$ cat config.mk
export PLATFORM = sky130hd
export DESIGN_NAME = uart_axil_responder
export DESIGN_NICKNAME = d
export VERILOG_FILES = /design/src/rtl/uart_axil_responder.sv
export SDC_FILE = /design/constraint.sdc
export NUM_CORES = 1
export LEC_CHECK = 0
export CORE_AREA = 2 2 230 232
export CTS_CLUSTER_SIZE = 8
export DETAILED_ROUTE_END_ITERATION = 7
export DIE_AREA = 0 0 232 234
export GPL_TIMING_DRIVEN = 1
export PLACE_DENSITY = 0.51
export SYNTH_ARGS = -nofsm -noshare
export SYNTH_HDL_FRONTEND = slang
export SYNTH_SLANG_ARGS = --single-unit
$ cat constraint.sdc
create_clock -name chipset_clk -period 4.5 [get_ports chipset_clk]
set_input_delay 0.675 -clock chipset_clk [delete_from_list [all_inputs] [get_ports chipset_clk]]
set_output_delay 0.675 -clock chipset_clk [all_outputs]
set_load 0.005 [all_outputs]
$ cat src/rtl/uart_axil_responder.sv
// AXI4-Lite responder for a 16550-style UART register subset, with TX/RX byte
// FIFOs streamed to/from a serializer core and a level-sensitive interrupt.
module uart_axil_responder #(
  parameter int FIFO_DEPTH = 16,
  parameter int BASE_BIT   = 12
) (
  input  logic        chipset_clk,
  input  logic        chipset_rst,
  input  logic [12:0] uart_axi_awaddr,
  input  logic        uart_axi_awvalid,
  output logic        uart_axi_awready,
  input  logic [31:0] uart_axi_wdata,
  input  logic        uart_axi_wvalid,
  output logic        uart_axi_wready,
  output logic [1:0]  uart_axi_bresp,
  output logic        uart_axi_bvalid,
  input  logic        uart_axi_bready,
  input  logic [12:0] uart_axi_araddr,
  input  logic        uart_axi_arvalid,
  output logic        uart_axi_arready,
  output logic [31:0] uart_axi_rdata,
  output logic [1:0]  uart_axi_rresp,
  output logic        uart_axi_rvalid,
  input  logic        uart_axi_rready,
  output logic [7:0]  tx_data,
  output logic        tx_valid,
  input  logic        tx_ready,
  input  logic [7:0]  rx_data,
  input  logic        rx_valid,
  output logic        rx_ready,
  output logic        uart_irq
);

  localparam int PW = $clog2(FIFO_DEPTH);
  localparam int CW = PW + 1;
  localparam logic [CW-1:0] FULL_COUNT = CW'(FIFO_DEPTH);
  localparam logic [1:0] RESP_OKAY   = 2'b00;
  localparam logic [1:0] RESP_SLVERR = 2'b10;

  function automatic logic reg_ok(input logic base_hit, input logic [6:0] mid,
                                  input logic [2:0] idx);
    return base_hit && (mid == 7'd0) && (idx != 3'd4) && (idx != 3'd6);
  endfunction

  // Write-path holding registers and response
  logic        aw_held_reg;
  logic [12:0] aw_addr_reg;
  logic        w_held_reg;
  logic [7:0]  w_data_reg;
  logic        bvalid_reg;
  logic [1:0]  bresp_reg;

  // Read-path response
  logic        rvalid_reg;
  logic [7:0]  rdata_reg;
  logic [1:0]  rresp_reg;

  // Register file
  logic [1:0]  ier_reg;
  logic [7:0]  lcr_reg;
  logic [7:0]  scr_reg;
  logic        irq_reg;

  // FIFO index 0 is TX, index 1 is RX
  logic [1:0]         fifo_push;
  logic [1:0]         fifo_pop;
  logic [1:0]         fifo_clr;
  logic [1:0][7:0]    fifo_wdata;
  logic [1:0][7:0]    fifo_head;
  logic [1:0][CW-1:0] fifo_count;

  logic tx_empty, tx_full, rx_empty, rx_full;
  logic wr_fire, wr_ok, rd_fire, rd_ok;
  logic [2:0] wr_idx, rd_idx;
  logic thr_wr, ier_wr, fcr_wr, lcr_wr, scr_wr, rbr_rd;
  logic tx_pop, tx_push, rx_push, rx_pop;
  logic [7:0] lsr, iir, rd_byte;
  logic [1:0] rd_resp;
  logic       unused_bits;

  assign tx_empty = (fifo_count[0] == '0);
  assign tx_full  = (fifo_count[0] == FULL_COUNT);
  assign rx_empty = (fifo_count[1] == '0);
  assign rx_full  = (fifo_count[1] == FULL_COUNT);

  // A write executes only once both beats are held and the previous B is gone.
  assign wr_fire = aw_held_reg && w_held_reg && !bvalid_reg;
  assign wr_idx  = aw_addr_reg[4:2];
  assign wr_ok   = reg_ok(aw_addr_reg[BASE_BIT], aw_addr_reg[11:5], wr_idx);
  assign thr_wr  = wr_fire && wr_ok && (wr_idx == 3'd0);
  assign ier_wr  = wr_fire && wr_ok && (wr_idx == 3'd1);
  assign fcr_wr  = wr_fire && wr_ok && (wr_idx == 3'd2);
  assign lcr_wr  = wr_fire && wr_ok && (wr_idx == 3'd3);
  assign scr_wr  = wr_fire && wr_ok && (wr_idx == 3'd7);

  assign rd_fire = uart_axi_arvalid && !rvalid_reg;
  assign rd_idx  = uart_axi_araddr[4:2];
  assign rd_ok   = reg_ok(uart_axi_araddr[BASE_BIT], uart_axi_araddr[11:5], rd_idx);
  assign rbr_rd  = rd_fire && rd_ok && (rd_idx == 3'd0);

  // A full TX FIFO still accepts a THR byte when the serializer pops the same cycle.
  assign tx_pop  = !tx_empty && tx_ready;
  assign tx_push = thr_wr && (!tx_full || tx_pop);
  assign rx_push = rx_valid && !rx_full;
  assign rx_pop  = rbr_rd && !rx_empty;

  assign fifo_push  = {rx_push, tx_push};
  assign fifo_pop   = {rx_pop, tx_pop};
  assign fifo_clr   = {fcr_wr && w_data_reg[1], fcr_wr && w_data_reg[2]};
  assign fifo_wdata = {rx_data, w_data_reg};

  genvar gi;
  generate
    for (gi = 0; gi < 2; gi++) begin : g_fifo
      logic [7:0]    mem [FIFO_DEPTH];
      logic [PW-1:0] wr_ptr_reg;
      logic [PW-1:0] rd_ptr_reg;
      logic [CW-1:0] count_reg;

      always_ff @(posedge chipset_clk) begin
        if (fifo_push[gi]) mem[wr_ptr_reg] <= fifo_wdata[gi];
      end

      always_ff @(posedge chipset_clk) begin
        if (chipset_rst || fifo_clr[gi]) begin
          wr_ptr_reg <= '0;
          rd_ptr_reg <= '0;
          count_reg  <= '0;
        end else begin
          if (fifo_push[gi]) wr_ptr_reg <= wr_ptr_reg + PW'(1);
          if (fifo_pop[gi])  rd_ptr_reg <= rd_ptr_reg + PW'(1);
          case ({fifo_push[gi], fifo_pop[gi]})
            2'b10:   count_reg <= count_reg + CW'(1);
            2'b01:   count_reg <= count_reg - CW'(1);
            default: count_reg <= count_reg;
          endcase
        end
      end

      // Head is read combinationally so tx_data follows the FIFO with no bubble.
      assign fifo_head[gi]  = mem[rd_ptr_reg];
      assign fifo_count[gi] = count_reg;
    end
  endgenerate

  assign lsr = {1'b0, tx_empty, tx_empty, 4'b0000, !rx_empty};
  assign iir = (ier_reg[0] && !rx_empty) ? 8'hC4 :
               (ier_reg[1] && tx_empty)  ? 8'hC2 : 8'hC1;

  always_comb begin
    rd_byte = 8'd0;
    rd_resp = RESP_SLVERR;
    if (rd_ok) begin
      rd_resp = RESP_OKAY;
      case (rd_idx)
        3'd0:    rd_byte = rx_empty ? 8'd0 : fifo_head[1];
        3'd1:    rd_byte = {6'd0, ier_reg};
        3'd2:    rd_byte = iir;
        3'd3:    rd_byte = lcr_reg;
        3'd5:    rd_byte = lsr;
        3'd7:    rd_byte = scr_reg;
        default: rd_byte = 8'd0;
      endcase
    end
  end

  always_ff @(posedge chipset_clk) begin
    if (chipset_rst) begin
      aw_held_reg <= 1'b0;
      aw_addr_reg <= '0;
      w_held_reg  <= 1'b0;
      w_data_reg  <= '0;
      bvalid_reg  <= 1'b0;
      bresp_reg   <= RESP_OKAY;
    end else begin
      if (wr_fire) begin
        aw_held_reg <= 1'b0;
        w_held_reg  <= 1'b0;
        bvalid_reg  <= 1'b1;
        bresp_reg   <= wr_ok ? RESP_OKAY : RESP_SLVERR;
      end else begin
        if (uart_axi_awvalid && !aw_held_reg) begin
          aw_held_reg <= 1'b1;
          aw_addr_reg <= uart_axi_awaddr;
        end
        if (uart_axi_wvalid && !w_held_reg) begin
          w_held_reg <= 1'b1;
          w_data_reg <= uart_axi_wdata[7:0];
        end
        if (bvalid_reg && uart_axi_bready) bvalid_reg <= 1'b0;
      end
    end
  end

  always_ff @(posedge chipset_clk) begin
    if (chipset_rst) begin
      rvalid_reg <= 1'b0;
      rdata_reg  <= '0;
      rresp_reg  <= RESP_OKAY;
    end else if (rd_fire) begin
      rvalid_reg <= 1'b1;
      rdata_reg  <= rd_byte;
      rresp_reg  <= rd_resp;
    end else if (rvalid_reg && uart_axi_rready) begin
      rvalid_reg <= 1'b0;
    end
  end

  always_ff @(posedge chipset_clk) begin
    if (chipset_rst) begin
      ier_reg <= 2'b00;
      lcr_reg <= 8'h03;
      scr_reg <= 8'h00;
      irq_reg <= 1'b0;
    end else begin
      if (ier_wr) ier_reg <= w_data_reg[1:0];
      if (lcr_wr) lcr_reg <= w_data_reg;
      if (scr_wr) scr_reg <= w_data_reg;
      irq_reg <= (ier_reg[0] && !rx_empty) || (ier_reg[1] && tx_empty);
    end
  end

  assign uart_axi_awready = !aw_held_reg;
  assign uart_axi_wready  = !w_held_reg;
  assign uart_axi_bvalid  = bvalid_reg;
  assign uart_axi_bresp   = bresp_reg;
  assign uart_axi_arready = !rvalid_reg;
  assign uart_axi_rvalid  = rvalid_reg;
  assign uart_axi_rdata   = {24'd0, rdata_reg};
  assign uart_axi_rresp   = rresp_reg;
  assign tx_valid         = !tx_empty;
  assign tx_data          = fifo_head[0];
  assign rx_ready         = !rx_full;
  assign uart_irq         = irq_reg;

  // Only the low data byte and word-aligned address bits carry meaning.
  assign unused_bits = ^{uart_axi_wdata[31:8], aw_addr_reg[1:0], uart_axi_araddr[1:0]};

endmodule

; Yosys cells after proc, flatten, opt, wreduce, memory -nomap -nowiden
; Memories as Yosys holds them, arrays and structs flattened. A register that Yosys moved wholly into a read port is not among the register bits.
; Index checks and enable logic that the tools add are counted.
[word_totals]
out_inout_bits = 52
ram_bits = 256
elab_cells = 124
in_bits = 75
register_bits = 82
n_memories = 2
[mem_list]
columns = memory, words, word_bits, rd, rd_ports_with_merged_regs, write_ports, line_no
row1 = g_fifo[0].mem, 16, 8, 1, 1, 1, 115  ; logic [7:0] mem [FIFO_DEPTH];
row2 = g_fifo[1].mem, 16, 8, 1, 1, 1, 115
[classes]
n_reduce_logical = 54
mux = 21
eq_ne = 19
bitwise_logic = 1
add_sub_neg = 8
[op_table]
columns = op, count
row1 = one-hot mux 8 bit (6 select lines), 1
row2 = logical AND 1 bit, 29
row3 = one-hot mux 5 bit (2 select lines), 2
row4 = "adder 4 x 1 -> 4 bit, second input constant", 4
row5 = two-way mux 4 bit, 4
row6 = two-way mux 8 bit, 2
row7 = logical NOT 7 bit, 2
row8 = "equality test 3 x 2 -> 1 bit, second input constant", 4
row9 = "inequality test 3 bit, second input constant", 4
row10 = "adder 5 x 1 -> 5 bit, second input constant", 2
row11 = "equality test 5 bit, second input constant", 2
row12 = logical NOT 5 bit, 2
row13 = "subtractor 5 x 1 -> 5 bit, second input constant", 2
row14 = "equality test 3 bit, second input constant", 3
row15 = logical NOT 1 bit, 8
row16 = two-way mux 1 bit, 8
row17 = nonzero test 2 bit, 4
row18 = "equality test 3 x 1 -> 1 bit, second input constant", 2
row19 = logical NOT 3 bit, 2
row20 = two-way mux 2 bit, 3
row21 = "equality test 2 x 1 -> 1 bit, second input constant", 2
row22 = "equality test 2 bit, second input constant", 2
row23 = logical OR 1 bit, 4
row24 = AND reduction 2 bit, 2
row25 = 3 further kinds, 3

; Logic depth before layout (Yosys ltp)
; Gate-level depths: netlist (run 1).
[depth]
ltp_word = 9
depth_mapped = 14
depth_no_buf = 12

; Worst setup path before layout (run 1)
; Ideal clock, no wire load.
[synth_timing]
kind = input -> register
startpoint = input uart_axi_araddr[6]
endpoint = register g_fifo[1].count_reg[4]
path_stages = 12
required_ps = 4385
setup_time_ps = 115
setup_slack_ps = 1473
t_arrival_ps = 2912
cell_sequence = nor4b_1 o2111ai_1 nor2_1 ha_1 clkbuf_1 xor2_1 ha_1 a31oi_1 nor3b_1 mux2i_1 xor2_1 nor2_1
[synth_via]
elab_chain_cells = 9
word_cells_on_any_way = 11
[synth_lines]
columns = element, line_no
row1 = "start, declared", 18  ; input logic [12:0] uart_axi_araddr,
row2 = logical NOT 7 bit *, 42  ; return base_hit && (mid == 7'd0) && (idx != 3'd4) && (idx != 3'd6);
row3 = logical AND 1 bit * (3 in series), 42
row4 = logical AND 1 bit * (2 in series), 99  ; assign rbr_rd = rd_fire && rd_ok && (rd_idx == 3'd0);
row5 = logical AND 1 bit *, 105  ; assign rx_pop = rbr_rd && !rx_empty;
row6 = net rx_pop, 76  ; logic tx_pop, tx_push, rx_push, rx_pop;
row7 = equality test 2 x 1 -> 1 bit / equality test 2 bit (equally long branches), 132  ; case ({fifo_push[gi], fifo_pop[gi]})
row8 = one-hot mux 5 bit (2 select lines) / nonzero test 2 bit (equally long branches), --
row9 = "end signal, assigned", 133  ; 2'b10: count_reg <= count_reg + CW'(1);
row10 = "end signal, assigned", 134  ; 2'b01: count_reg <= count_reg - CW'(1);
row11 = "end signal, assigned", 135  ; default: count_reg <= count_reg;
row12 = "end, declared", 118  ; logic [CW-1:0] count_reg;
; Mark *: on every way through the listed nets, which the timed path passes. The rest lies on a longest branch.
; A chain may end at the register's enable or synchronous reset.

==> results of run 1 <==
layout by cell type (no fill, tap or decap), types with 18 or more instances in the layout:
cell / count
buf_4: 18
dfxtp_1: 84
clkbuf_1: 36
conb_1: 26
inv_1: 25
clkdlybuf4s50_1: 71
edfxtp_1: 256
nand2_1: 51
nor2_1: 89
a21oi_1: 23
mux4_2: 80
clkbuf_16: 48
mux2i_1: 36
per-layer routing:
metal / vias to the layer above / wire [um] / track usage [%]
met4: 0 / 554 / 3.17
li1: 3438 / - / -
met5: - / 0 / 0
met3: 41 / 1380 / 2.42
met2: 139 / 14800 / 19.2
met1: 3695 / 13200 / 14.2
tightest hold or removal path: cells and delay by family (launching register included):
kind / cells / cell delay, ps
AND/OR/NAND/NOR: 1 / 50
AO/OA/AOI/OAI: 1 / 50
flip-flops: 1 / 300
report_power, final:
part / switching, uW / internal, uW
sequential: 83.3 / 3450
combinational: 331 / 339
clock: 1320 / 2000
total: 1740 / 5790
final timing paths:
path | from | endpoint | slack [ps] | depth (start not counted)
max | flop | tx_data[1] | 750 | 4
min | aw_addr_reg[11] | aw_addr_reg[11] | 450 | 2
max reg2reg | aw_addr_reg[5] | g_fifo[0].mem[4][4] | 1400 | 5
min reg2reg | aw_addr_reg[11] | aw_addr_reg[11] | 450 | 2
final cells by class:
type / instances / area, um2 / share of cell area (%)
repair buffers: 91 / 871 / 5.21
clock inverters: 3 / 45.0 / 0.270
inverters: 27 / 101 / 0.607
clock buffers: 84 / 1340 / 8.00
flip-flops and latches: 342 / 9410 / 56.3
well taps: 688 / 861 / 5.15
multi-input cells: 449 / 4080 / 24.4
stage by stage:
stage | instances | hold slack (ps) | area, um2 | setup WS, ps
6_report | 1684 | 455 | 16700 | 746
5_1_grt | 1684 | 478 | 16700 | 546
4_1_cts | 1684 | 459 | 16700 | 586
3_5_place_dp | 1597 | 453 | 15300 | 625
3_3_place_gp | 1597 | 443 | 15300 | 651
2_1_floorplan | 888 | 431 | 14000 | 1470
logic make-up (layout without fill, tap and decap cells):
family / after synthesis / count (layout)
and+or+nand+nor: 199 / 199
adders and majority gates: 17 / 17
DFF: 342 / 342
muxes: 119 / 119
xor gates and xnor gates: 21 / 21
other: 1 / 26
AOI/OAI and AO/OA: 67 / 67
buffers and inverters: 97 / 205
==> results.toml, run 1 <==
[sta]
tightest_slew_ps = 1010
skew_ps = 14.5
relSlewSlack_pct = 32.4
maxSlewViolCount = 0
setup_violations = 0
tns_ps = 0
final_hold_viol_count = 0
fin_crit_sh_pct = 83.4
max_freq_mhz = 266
rsz0062_at_grt = "no"
fin_crit_ps = 3750

[placed_design]
dpl.hpwl_um = 19700
gp_congestion = 0.732
numPortBuffers = 72

[critical_path]
path_class = "flop to output pin"
path_cells = "buf_12 > mux4_2 > mux4_2 > clkdlybuf4s50_1"
crit_arrival_ps = 3080
cp_common_cell = "mux4_2"
slowest_stage = "dfxtp_2"
worstPathRequired_ps = 3830
critPathLaunchType = "flop"
critPathMaxFanout = 18
crit_family = "multiplexers"
critical-path-max-stage-delay_ps = 710
endpoint_kind = "output pin"
cp.buffers_inverters = 2

[grt]
grt_max_degree = 26
globalRouteOverflowTotal = 0
grt_pass1_wl_um = 45900
grt_usage_pct = 11.2
antenna_found_initial = 0
grt_pass1_vias = 7616

[yosys]
synth_xor_area_share_pct = 1.33
synth-edff-count = 256
synth_area_per_cell_um2 = 16.1
synthCells = 863
synth_top_family_by_area = "multiplexers"
synth_top_cell_area_share_pct = 55.4
synth_compound_area_share_pct = 3.29
synthFlopType = "edfxtp_1"
synth_most_common_cell = "edfxtp_1"
synthTopCellsByArea = "edfxtp_1 (55%), mux4_2 (13%), dfxtp_1 (12%), mux2i_1 (2.6%), nor2_1 (2.4%)"
ys_types = 58
synth_seq_cells = 342
synthesis.area_um2 = 13900
async_reset_ff_share_pct = 0
seq_area_frac_synth_pct = 67.8
synth_fa_ha_area_share_pct = 1.59
synth_top_cells_by_count = "edfxtp_1 (256), nor2_1 (89), dfxtp_1 (86)"
synth-simple-area-share_pct = 6.66
muxShareOfSynthArea_pct = 15.8
yosys_warnings = 0
yosys.area.top_type = "edfxtp_1"

[floorplan]
die_x_um = 232
die_area_um2 = 54300
core_um2 = 52000
num_rows = 84
start_util_pct = 26.7
die-height_um = 234
ioPinCount = 127

[pwr]
irDropWorstVdd_v = 0.000253
p_leak_uw = 0.00542
total_power_uw = 7520
cellPowerDensity_nw_per_um2 = 450

[hold_path]
holdCritPathClass = "flop to flop"

[finish]
area_growth_syn_to_layout_pct = 20.4
nFillCells = 5095
drive_gt1_share_pct = 16.6
final_util_pct = 32.1
largest_reg_flops = 256
diodes = 0
nNetsFinal = 1051

[route]
drtIter0Drc = 484
via_per_inst = 4.34
vias = 7313
drt_first_pass_iters = 4
drt-total-wl_um = 29900
drc = 0
wl_per_cell_um = 17.8
drtAntennaViolNets = 0

[clock_tree]
clk_pin_slew_worst_paths_ps = 50
clock_latency_ps = 560
cts_made_buffers = 48
cts_sinks = 342
cts_htree_levels = 2
cts_hold_buf = 0
cts_tree = "done"
post_cts_resize_count = 0
cts_max_path_buffers = 3
cts_root_buffer = "clkbuf_16"
post_cts_buffers = 0

[run]
maxCapViolCount = 0

[run_status]
status = "complete, no violations"
Note: power is estimated with default switching activity, not from simulation.
==> inputs of run 2 (changes only) <==
- clock period: 4.5 -> 3.75 ns (I/O delays scaled with it)
==> run 2 against run 1 <==
  * Via count is 0.14% higher
  * Die area did not move
  * Clock power grew 21%
  * Count of clock-buffer cells in the layout unchanged
  * Flip-flop and latch count unchanged
  * Largest cell class unchanged
  * Register-to-register slack got worse by 750 ps
  * Global-route usage about the same
  * Critical path depth stayed put
  * Worst setup slack worse by 300 ps
==> results.toml, run 2 (synthesis results as in run 1) <==
[finish]
multi_input_area_um2 = 4080
layout_common_cells = "edfxtp_1 (256), nor2_1 (89), dfxtp_1 (84)"
final_area_um2 = 16800
area_growth_syn_to_layout_pct = 21.5
final_common_cell = "edfxtp_1"
drive_gt1_share_pct = 18.1
nFillCells = 5050
seq_area_um2 = 9410
final_util_pct = 32.4
nNetsFinal = 1069
largest_reg_flops = 256
final_cells = 1702
diodes = 0

[floorplan]
num_rows = 84
die_area_um2 = 54300
die_x_um = 232
core_um2 = 52000
start_util_pct = 26.7
die-height_um = 234
ioPinCount = 127

[hold_path]
hold_depth = 2
holdCritPathClass = "flop to flop"

[grt]
grt_pass1_wl_um = 46100
grt_max_degree = 46
antenna_found_initial = 1
grt_usage_pct = 11.2
globalRouteOverflowTotal = 0
grt_pass1_vias = 7628

[route]
drtIter0Drc = 476
via_per_inst = 4.30
drt-total-wl_um = 30000
vias = 7323
drtAntennaViolNets = 0
drc = 0
drt_first_pass_iters = 4
wl_per_cell_um = 17.6

[pwr]
cellPowerDensity_nw_per_um2 = 537
p_leak_uw = 0.00553
irDropWorstVdd_v = 0.000375

[placed_design]
gp_congestion = 0.748
place_area_um2 = 15500
numPortBuffers = 72
dpl.hpwl_um = 19900
placed_cells = 1615

[sta]
fin_crit_ps = 3300
fin_crit_sh_pct = 88.1
relSlewSlack_pct = 39.4
final_hold_viol_count = 0
setup_violations = 0
max_freq_mhz = 303
rsz0062_at_grt = "no"
skew_ps = 24.1
maxSlewViolCount = 0
tns_ps = 0
tightest_slew_ps = 908

[clock_tree]
clock_latency_ps = 560
cts_tree = "done"
cts_made_buffers = 48
clk_pin_slew_worst_paths_ps = 50
post_cts_resize_count = 0
cts_hold_buf = 0
cts_root_buffer = "clkbuf_16"
cts_sinks = 342
cts_htree_levels = 2
post_cts_buffers = 0
cts_max_path_buffers = 3

[critical_path]
slowest_stage = "mux4_2"
critPathLaunchType = "flop"
cp_common_cell = "mux4_2"
critPathMaxFanout = 32
critical-path-max-stage-delay_ps = 600
cp.buffers_inverters = 2
endpoint_kind = "output pin"
worstPathRequired_ps = 3190
reg2reg_depth = 11
crit_family = "multiplexers"
path_class = "flop to output pin"
crit_cells = 4
path_cells = "buf_12 > mux4_2 > mux4_2 > clkdlybuf4s50_1"
crit_arrival_ps = 2740

[run_status]
status = "complete, no violations"

[run]
maxCapViolCount = 0
-- run 2: cell count changes in the layout (fill, tap and decap cells not counted) --
cell	change
buf_4	+18
clkbuf_8	+1
clkbuf_1	-1
-- run 2: report_power, final --
part	internal (uW)	total [uW]	switching (uW)
clock	2420	4010	1590
sequential	4140	4210	73.7
combinational	406	829	423
total	6960	9050	2090
-- run 2: per-stage QoR --
step / setup WS [ps] / power [uW] / hold WS (ps)
6_report: 448 / 9050 / 451
5_1_grt: 325 / 9420 / 474
4_1_cts: 361 / 9190 / 456
3_5_place_dp: 437 / 5140 / 448
3_3_place_gp: 448 / 5120 / 443
2_1_floorplan: 834 / 4830 / 431
-- run 2: layout make-up --
class / count / area share (%)
Clock inverter: 3 / 0.267
Clock buffer: 84 / 7.99
Tap cell: 688 / 5.11
Inverter: 27 / 0.602
Sequential cell: 342 / 55.9
Multi-Input combinational cell: 449 / 24.2
Timing Repair Buffer: 109 / 5.97
-- run 2: tightest hold or removal path: cells and delay by family, from the launching register on --
| kind | cells | cell delay (ps) |
|---|---|---|
| flops | 1 | 300 |
| simple gates | 1 | 50 |
| compound gates | 1 | 50 |
-- run 2: worst paths after layout --
path / from / to / slack, ps
hold / removal: aw_addr_reg[10] / aw_addr_reg[10] / 450
setup reg to reg: g_fifo[1].count_reg[1] / g_fifo[1].count_reg[4] / 650
hold reg to reg: aw_addr_reg[10] / aw_addr_reg[10] / 450
setup / recovery: flop / tx_data[6] / 450
-- run 2: routing by layer --
metal	track usage (%)	wire, um
met1	14.3	13400
met3	2.37	1180
met2	19.4	15000
met5	0	0
met4	2.94	446
